[config.mk]
export PLATFORM = sky130hd
export DESIGN_NAME = tftp_rx_ctrl
export DESIGN_NICKNAME = d
export VERILOG_FILES = /design/src/rtl/tftp_rx_ctrl_pkg.sv /design/src/rtl/tftp_rx_ctrl_seq_check.sv /design/src/rtl/tftp_rx_ctrl.sv
export SDC_FILE = /design/constraint.sdc
export NUM_CORES = 1
export LEC_CHECK = 0
export CAP_MARGIN = 30
export CELL_PAD_IN_SITES_DETAIL_PLACEMENT = 0
export CELL_PAD_IN_SITES_GLOBAL_PLACEMENT = 1
export CORE_MARGIN = 2
export CORE_UTILIZATION = 42
export CTS_BUF_LIST = sky130_fd_sc_hd__clkbuf_8
export DETAILED_ROUTE_END_ITERATION = 6
export HOLD_SLACK_MARGIN = 0.02
export PLACE_DENSITY = 0.89
export SLEW_MARGIN = 20
export SYNTH_ARGS = -nofsm -noshare
export SYNTH_HDL_FRONTEND = slang
export SYNTH_SLANG_ARGS = --single-unit
export TNS_END_PERCENT = 100
[constraint.sdc]
create_clock -name clk -period 3.4 [get_ports clk]
set_input_delay 0.34 -clock clk [delete_from_list [all_inputs] [get_ports clk]]
set_output_delay 0.34 -clock clk [all_outputs]
set_load 0.02 [all_outputs]
[src/rtl/tftp_rx_ctrl_pkg.sv]
// Shared TFTP receive definitions: opcodes, packet size limits and the
// receive-controller state encoding.
package tftp_rx_ctrl_pkg;

  localparam logic [15:0] OPC_RRQ   = 16'h0001;
  localparam logic [15:0] OPC_WRQ   = 16'h0002;
  localparam logic [15:0] OPC_DATA  = 16'h0003;
  localparam logic [15:0] OPC_ACK   = 16'h0004;
  localparam logic [15:0] OPC_ERROR = 16'h0005;

  localparam int MAX_DATA_DEF = 512;
  localparam int CNT_W_DEF    = 10;

  typedef enum logic [2:0] {
    ST_IDLE,
    ST_OP1,
    ST_BLK0,
    ST_BLK1,
    ST_DATA,
    ST_CHECK,
    ST_ACK_WAIT,
    ST_DROP
  } rx_state_e;

endpackage

[src/rtl/tftp_rx_ctrl_seq_check.sv]
// Expected-block tracker: holds the next block number the transfer needs and
// classifies an incoming block number as in-sequence or a duplicate.
module tftp_rx_ctrl_seq_check (
  input  logic        clk,
  input  logic        reset,
  input  logic        init_i,
  input  logic        adv_i,
  input  logic [15:0] blk_no_i,
  output logic        match_o,
  output logic        dup_o
);

  logic [15:0] exp_q, exp_d;

  // 16-bit increment wraps 0xFFFF to 0x0000 naturally
  always_comb begin
    exp_d = exp_q;
    if (init_i)
      exp_d = 16'h0001;
    else if (adv_i)
      exp_d = exp_q + 16'h0001;
  end

  always_ff @(posedge clk or posedge reset) begin
    if (reset)
      exp_q <= 16'h0001;
    else
      exp_q <= exp_d;
  end

  assign match_o = (blk_no_i == exp_q);
  assign dup_o   = (blk_no_i == (exp_q - 16'h0001));

endmodule

[src/rtl/tftp_rx_ctrl.sv]
// TFTP DATA packet receive sequencer: parses opcode and block number, streams
// data bytes to the file buffer and commits, re-acks or discards the packet.
module tftp_rx_ctrl
  import tftp_rx_ctrl_pkg::*;
#(
  parameter int          MAX_DATA = MAX_DATA_DEF,
  parameter int          CNT_W    = CNT_W_DEF,
  parameter logic [15:0] OP_DATA  = OPC_DATA
) (
  input  logic             clk,
  input  logic             reset,
  input  logic             xfer_start,
  input  logic             rx_valid,
  input  logic             rx_sof,
  input  logic             rx_eof,
  input  logic [7:0]       eth_data,
  input  logic [15:0]      blk_no,
  input  logic             ack_done,
  output logic             blk_en,
  output logic             data_wr,
  output logic [7:0]       data_out,
  output logic [CNT_W-1:0] data_cnt,
  output logic             data_commit,
  output logic             data_discard,
  output logic             ack_req,
  output logic [15:0]      ack_blk,
  output logic             pkt_dup,
  output logic             pkt_err,
  output logic             xfer_done
);

  localparam logic [CNT_W-1:0] CNT_MAX = CNT_W'(MAX_DATA);

  rx_state_e        state_q;
  logic [7:0]       byte0_q;
  logic             data_wr_q, commit_q, discard_q, dup_q, err_q;
  logic             ack_req_q, done_q;
  logic [7:0]       data_out_q;
  logic [CNT_W-1:0] data_cnt_q;
  logic [15:0]      ack_blk_q;
  logic             seq_match, seq_dup;

  tftp_rx_ctrl_seq_check u_seq (
    .clk      (clk),
    .reset    (reset),
    .init_i   (xfer_start),
    .adv_i    ((state_q == ST_CHECK) && seq_match && !xfer_start),
    .blk_no_i (blk_no),
    .match_o  (seq_match),
    .dup_o    (seq_dup)
  );

  assign blk_en = rx_valid && ((state_q == ST_BLK0) || (state_q == ST_BLK1));

  always_ff @(posedge clk or posedge reset) begin
    if (reset) begin
      state_q    <= ST_IDLE;
      byte0_q    <= '0;
      data_wr_q  <= 1'b0;
      data_out_q <= '0;
      data_cnt_q <= '0;
      commit_q   <= 1'b0;
      discard_q  <= 1'b0;
      dup_q      <= 1'b0;
      err_q      <= 1'b0;
      ack_req_q  <= 1'b0;
      ack_blk_q  <= '0;
      done_q     <= 1'b0;
    end else begin
      data_wr_q <= 1'b0;
      commit_q  <= 1'b0;
      discard_q <= 1'b0;
      dup_q     <= 1'b0;
      err_q     <= 1'b0;
      if (xfer_start) begin
        state_q   <= ST_IDLE;
        done_q    <= 1'b0;
        ack_req_q <= 1'b0;
        if (state_q inside {ST_OP1, ST_BLK0, ST_BLK1, ST_DATA, ST_CHECK})
          discard_q <= 1'b1;
      end else if (rx_valid && rx_sof &&
                   (state_q inside {ST_OP1, ST_BLK0, ST_BLK1, ST_DATA})) begin
        // A new packet cut in: abandon the current one and parse the new one
        discard_q  <= 1'b1;
        err_q      <= 1'b1;
        byte0_q    <= eth_data;
        data_cnt_q <= '0;
        state_q    <= rx_eof ? ST_IDLE : ST_OP1;
      end else begin
        case (state_q)
          ST_IDLE: if (rx_valid && rx_sof) begin
            if (rx_eof) begin
              err_q <= 1'b1;
            end else begin
              byte0_q    <= eth_data;
              data_cnt_q <= '0;
              state_q    <= ST_OP1;
            end
          end
          ST_OP1: if (rx_valid) begin
            if (rx_eof) begin
              err_q   <= 1'b1;
              state_q <= ST_IDLE;
            end else if ({byte0_q, eth_data} == OP_DATA) begin
              state_q <= ST_BLK0;
            end else begin
              err_q   <= 1'b1;
              state_q <= ST_DROP;
            end
          end
          ST_BLK0: if (rx_valid) begin
            if (rx_eof) err_q <= 1'b1;
            state_q <= rx_eof ? ST_IDLE : ST_BLK1;
          end
          ST_BLK1: if (rx_valid)
            state_q <= rx_eof ? ST_CHECK : ST_DATA;
          ST_DATA: if (rx_valid) begin
            if (data_cnt_q == CNT_MAX) begin
              // Oversized packet: the extra byte is never written
              discard_q <= 1'b1;
              err_q     <= 1'b1;
              state_q   <= rx_eof ? ST_IDLE : ST_DROP;
            end else begin
              data_wr_q  <= 1'b1;
              data_out_q <= eth_data;
              data_cnt_q <= data_cnt_q + 1'b1;
              if (rx_eof) state_q <= ST_CHECK;
            end
          end
          ST_CHECK: begin
            if (seq_match) begin
              commit_q  <= 1'b1;
              ack_blk_q <= blk_no;
              ack_req_q <= 1'b1;
              if (data_cnt_q < CNT_MAX) done_q <= 1'b1;
              state_q   <= ST_ACK_WAIT;
            end else if (seq_dup) begin
              discard_q <= 1'b1;
              dup_q     <= 1'b1;
              ack_blk_q <= blk_no;
              ack_req_q <= 1'b1;
              state_q   <= ST_ACK_WAIT;
            end else begin
              discard_q <= 1'b1;
              err_q     <= 1'b1;
              state_q   <= ST_IDLE;
            end
          end
          ST_ACK_WAIT: if (ack_done) begin
            ack_req_q <= 1'b0;
            state_q   <= ST_IDLE;
          end
          ST_DROP: if (rx_valid && rx_eof)
            state_q <= ST_IDLE;
          default: state_q <= ST_IDLE;
        endcase
      end
    end
  end

  assign data_wr      = data_wr_q;
  assign data_out     = data_out_q;
  assign data_cnt     = data_cnt_q;
  assign data_commit  = commit_q;
  assign data_discard = discard_q;
  assign pkt_dup      = dup_q;
  assign pkt_err      = err_q;
  assign ack_req      = ack_req_q;
  assign ack_blk      = ack_blk_q;
  assign xfer_done    = done_q;

endmodule

## Word-level counts from Yosys, hierarchy flattened

Index checks and enable logic that the tools add are counted.

| storage, ports and cells | value |
|---|---|
| memories kept | 0 |
| latch bits | 0 |
| memory bits (writable) | 0 |
| memory bits (read-only) | 0 |
| flip-flop bits (word level) | 68 |
| logic and storage cells | 153 |

| operators by class | value |
|---|---|
| reductions and logical operators | 27 |
| $add $sub $neg | 3 |
| magnitude comparators | 1 |
| bitwise logic cells | 3 |
| $mul | 0 |
| equality and inequality tests | 28 |
| div/mod/pow operators | 0 |
| multiplexer cells | 78 |
| shifts and indexed selects | 0 |

Operators with widths:

| cell | number |
|---|---|
| two-way mux 16 bit | 4 |
| two-way mux 3 bit | 17 |
| two-way mux 10 bit | 5 |
| two-way mux 1 bit | 42 |
| == test 16 bit | 2 |
| two-way mux 8 bit | 4 |
| one-hot mux 3 bit (8 select lines) | 1 |
| inequality test 4 bit (second input constant) | 5 |
| one-hot mux 10 bit (2 select lines) | 1 |
| adder 16 x 1 -> 16 bit (second input constant) | 1 |
| == test 16 x 2 -> 1 bit (second input constant) | 1 |
| inequality test 4 x 3 -> 1 bit (second input constant) | 4 |
| AND reduction 4 bit | 4 |
| subtractor 16 x 1 -> 16 bit (second input constant) | 1 |
| nonzero test 2 bit | 7 |
| == test 3 bit (second input constant) | 4 |
| inequality test 3 bit (second input constant) | 4 |
| adder 10 x 1 -> 10 bit (second input constant) | 1 |
| == test 10 bit (second input constant) | 1 |
| < comparator 10 bit (second input constant) | 1 |
| AND reduction 9 bit | 1 |
| == test 3 x 2 -> 1 bit (second input constant) | 2 |
| logical AND 1 bit | 6 |
| AND reduction 6 bit | 1 |
| 16 further kinds | 20 |

## Depth between registers and ports, before layout

| logic depth | value |
|---|---|
| depth after elaboration | 7 |
| gate-level depth with buffers | 10 |
| mapped depth without buffers | 9 |

## Modules after synthesis

From an unflattened synthesis, not the netlist that was laid out.

| unflattened totals | value |
|---|---|
| cells, all modules | 439 |
| area total of the unflattened synthesis | 4110.2 sq um |

By module, submodules not included:

| module | area each (sq um) | instances | cells each | sequential area each (sq um) |
|---|---|---|---|---|
| tftp_rx_ctrl | 2581.2 | 1 | 252 | 1301.2 |
| tftp_rx_ctrl_seq_check | 1529.0 | 1 | 187 | 401.6 |

## Least setup slack after synthesis

Ideal clock, no wire load.

| path | value |
|---|---|
| kind | register to register |
| start | register u_seq.exp_q[4] |
| end | register ack_blk_q[0], in the netlist ack_blk[0] |
| library setup time | 0.125 ns |
| path slack | 0.462 ns |
| period minus slack after synthesis | 2.938 ns |
| arrival time | 2.813 ns |
| cell stages (with the launch flop) | 10 |
| cells stage by stage | dfrtp_1 > buf_2 > or4_4 > nor3_4 > mux2_1 > o31ai_1 > o2bb2a_1 > a21oi_4 > buf_12 > mux2_4 |

| between the ends | value |
|---|---|
| word-level cells in the longest chain between the ends | 4 |
| elaborated cells on any way between the ends | 6 |
| those cells by class | add/sub: 1; eq/ne: 2; mux: 1; reduce/logical: 2 |

RTL lines:

| what | line | source |
|---|---|---|
| start: declaration | tftp_rx_ctrl_seq_check.sv:13 | `logic [15:0] exp_q, exp_d;` |
| start signal: assignment | tftp_rx_ctrl_seq_check.sv:28 | `exp_q <= exp_d;` |
| subtractor 16 x 1 -> 16 bit | tftp_rx_ctrl_seq_check.sv:32 | `assign dup_o = (blk_no_i == (exp_q - 16'h0001));` |
| == test 16 bit | tftp_rx_ctrl_seq_check.sv:32 |  |
| nonzero test 2 bit (no source line) | - |  |
| AND reduction 4 bit (no source line) | - |  |
| end signal: assignment | tftp_rx_ctrl.sv:133 | `ack_blk_q <= blk_no;` |
| end signal: assignment | tftp_rx_ctrl.sv:140 | `ack_blk_q <= blk_no;` |
| end: declaration | tftp_rx_ctrl.sv:40 | `logic [15:0] ack_blk_q;` |

Several ways; a longest one is shown, not always the timed one.
A chain may end at the register's enable or synchronous reset.

## Final worst setup path

| path | value |
|---|---|
| start | register u_seq.exp_q[2] |
| end | register ack_blk_q[9], in the netlist ack_blk[9] |

Same word-level chain as after synthesis.

==> impl_metrics.json <==
{
  "finalWirelength_mm": 9.65,
  "overflow": 0,
  "ctsResizeCount": 0,
  "p_per_area_nw_per_um2": 355,
  "post-place-cells": 601,
  "synth_largest_area_cell": "dfrtp_1",
  "first_global_vias": 3132,
  "power_frac_seq_pct": 46.9,
  "synth_top_area_share_pct": 41.0,
  "p_clk_share_pct": 41.4,
  "vdd_drop_max_mv": 0.182,
  "cts.sinks": 68,
  "numCtsBuffers": 9,
  "cp_max_fo": 10,
  "routabilityCongestion": 0.844,
  "endpoint_kind": "flop",
  "firstDrtPassIters": 4,
  "finalCritPeriodShare_pct": 91.4,
  "layout_commonest_cell": "clkdlybuf4s50_1",
  "finalSetupTns_ns": 0,
  "tritoncts": "done",
  "dieWidth_um": 103,
  "netSwitchingFraction_pct": 25.7,
  "cts-root-buf": "clkbuf_8",
  "post_drt_wl_per_cell_um": 15.6,
  "antenna_left": 0,
  "start_util_pct": 43.8,
  "rows": 35,
  "vias": 3339,
  "core-area_sq_um": 9330,
  "final_cell_mix": "72 x clkdlybuf4s50_1, 67 x dfrtp_1, 34 x nor2_1, 27 x nand2_1, 26 x mux2_2",
  "die_y_um": 103,
  "fin_nets": 519,
  "tightest_slew_ns": 0.770,
  "htreeDepth": 3,
  "drive_above_1_share_pct": 17.4,
  "avgSynthCellArea_sq_um": 9.96,
  "setup_violations": 0,
  "cts_hold_buf": 0,
  "antenna_found_initial": 0,
  "min_period_ns": 3.11,
  "cts_setup_buffers": 0,
  "dp.final_hpwl_mm": 7.04,
  "status": "finished clean",
  "reg2reg_slack_ns": 0.29,
  "rsz0062_at_grt": "no",
  "yosysUniqueCellTypes": 62,
  "io_pins": 73,
  "clock.fmax_ghz": 0.322,
  "synth_area_leaders": "dfrtp_1 41%, mux2_2 7.2%, xnor2_1 4.7%, xor2_1 3.6%, nor2_1 3.1%",
  "synth-seq-cells": 68,
  "drt_iter0_drc": 190,
  "reg2reg_depth": 8,
  "dominantRegCellSynth": "dfrtp_1",
  "syn-cell-area_sq_um": 4090,
  "die_area_sq_um": 10500,
  "combPwrFrac_pct": 11.7,
  "grt_usage_pct": 19.4,
  "post_layout_nonfiller_instances": 618,
  "clk_latency_ns": 0.36,
  "io_buffers": 72,
  "antenna_cells": 0,
  "grt_pass1_wl_mm": 15.8,
  "synth_nets": 445,
  "clk_pin_slew_ns": 0.08,
  "drv_slew": 0,
  "vias_per_cell": 5.40,
  "synth-edff-count": 0,
  "cts_buffer_depth": 2,
  "reg2reg_to": "ack_blk[9]",
  "crit_arrival_ns": 3.35,
  "relSlewSlack_pct": 48.5,
  "internal_power_mw": 1.37,
  "drv_cap": 0,
  "async_flop_share_pct": 100,
  "worstSetupStartpointType": "flop",
  "synthToLayoutAreaGrowth_pct": 26.7,
  "grt_max_degree": 69,
  "final_hold_viol_count": 0,
  "clock-skew-final_ns": 0.00898,
  "drc": 0,
  "critPathRequiredTime_ns": 3.64,
  "crit_type": "reg2reg",
  "yosysWarnings": 0,
  "r2r_start": "u_seq.exp_q[2]",
  "seq_area_frac_synth_pct": 41.7,
  "hp-class": "in2async",
  "synthCells": 410,
  "p_sw_mw": 0.473,
  "leakagePower_nw": 2.16
}
how the worst max path moves through the flow:
stage,cells after the start,slack [ns],start,end
final,8,0.29,u_seq.exp_q[2],ack_blk[9]
after global routing,10,0.21,u_seq.exp_q[1],ack_blk[12]
after CTS,8,0.31,u_seq.exp_q[2],ack_blk[9]
after detailed placement,8,0.33,u_seq.exp_q[2],ack_blk[8]
after global placement,8,0.40,blk_no[15],ack_blk[2]
after floorplan,9,0.46,u_seq.exp_q[4],ack_blk[0]
through the flow:
step | utilization [%] | setup WS, ns | cell area, sq um | hold slack (ns) | power (mW)
CTS | 55.2 | 0.313 | 5150 | 0.509 | 1.86
floorplan | - | 0.462 | 4090 | 0.481 | 1.00
detailed placement | 52.8 | 0.326 | 4930 | 0.492 | 1.09
global route | 55.5 | 0.212 | 5180 | 0.376 | 1.93
global placement | 52.8 | 0.397 | 4930 | 0.477 | 1.09
finish | 55.5 | 0.294 | 5180 | 0.352 | 1.84
area by class of cell:
cell class,instances,area [sq um]
timing repair buffer,86,846
fill,836,4150
sequential,68,1700
clock inverter,7,97.6
clock buffer,9,124
multi-input combinational,303,2180
inverter,16,60.1
tap,129,161
layer usage:
metal / GRT usage, % / vias to the layer above / share of wire, %
met4: 6.77 / 0 / 1.6
met1: 27.8 / 1627 / 48
met3: 3.59 / 14 / 4.8
li1: - / 1607 / -
met2: 29.5 / 91 / 46
met5: 0 / - / 0
critical path, stage by stage (launching register included):
cell      delay (ns)
dfrtp_1         0.50
or4_1           0.63
nor3_4          0.22
mux2_1          0.35
o31ai_1         0.24
o2bb2a_1        0.32
a21oi_4         0.15
buf_4           0.21
mux2_2          0.35
Yosys cell counts (4+ instances only):
| cell type | n |
|---|---|
| a21oi_1 | 18 |
| a31oi_1 | 4 |
| and2_1 | 4 |
| and3_1 | 5 |
| clkbuf_1 | 15 |
| dfrtp_1 | 67 |
| ha_1 | 4 |
| inv_1 | 16 |
| mux2_2 | 26 |
| mux2_4 | 8 |
| nand2_1 | 27 |
| nand2b_1 | 5 |
| nand3_1 | 10 |
| nand3b_1 | 4 |
| nand4_1 | 9 |
| nor2_1 | 34 |
| nor2b_1 | 5 |
| nor3_1 | 12 |
| nor3b_1 | 4 |
| nor4_1 | 7 |
| o21ai_0 | 25 |
| or3_1 | 10 |
| or4_4 | 4 |
| xnor2_1 | 22 |
| xor2_1 | 17 |
power by group through the flow:
stage                     clock network, mW  logic [mW]  registers [mW]
final                                 0.762       0.216           0.863
after global routing                  0.821       0.236           0.869
after CTS                             0.783       0.214           0.863
after detailed placement                  0       0.213           0.879
after global placement                    0       0.209           0.877
after floorplan                           0       0.115           0.885
registers in the layout, indices dropped and copies added, names as in the netlist:
name	cells
xfer_done	1
u_seq.exp_q	16
pkt_err	1
data_discard	1
state_q	3
data_out	8
byte0_q	8
data_commit	1
ack_blk	16
ack_req	1
pkt_dup	1
data_wr	1
data_cnt	10
kinds of logic (layout without fill, tap and decap cells):
group | count (synthesis) | count (layout) | share of synthesized area, %
XOR/XNOR | 39 | 39 | 8.36
AO/OA/AOI/OAI | 62 | 62 | 9.19
multiplexers | 36 | 36 | 10.6
flip-flops | 68 | 68 | 41.7
adder cells (fa/ha/maj) | 4 | 4 | 1.23
AND/OR/NAND/NOR | 162 | 162 | 24.1
buffers and inverters | 39 | 118 | 4.84
(Power assumes the default switching activity.)
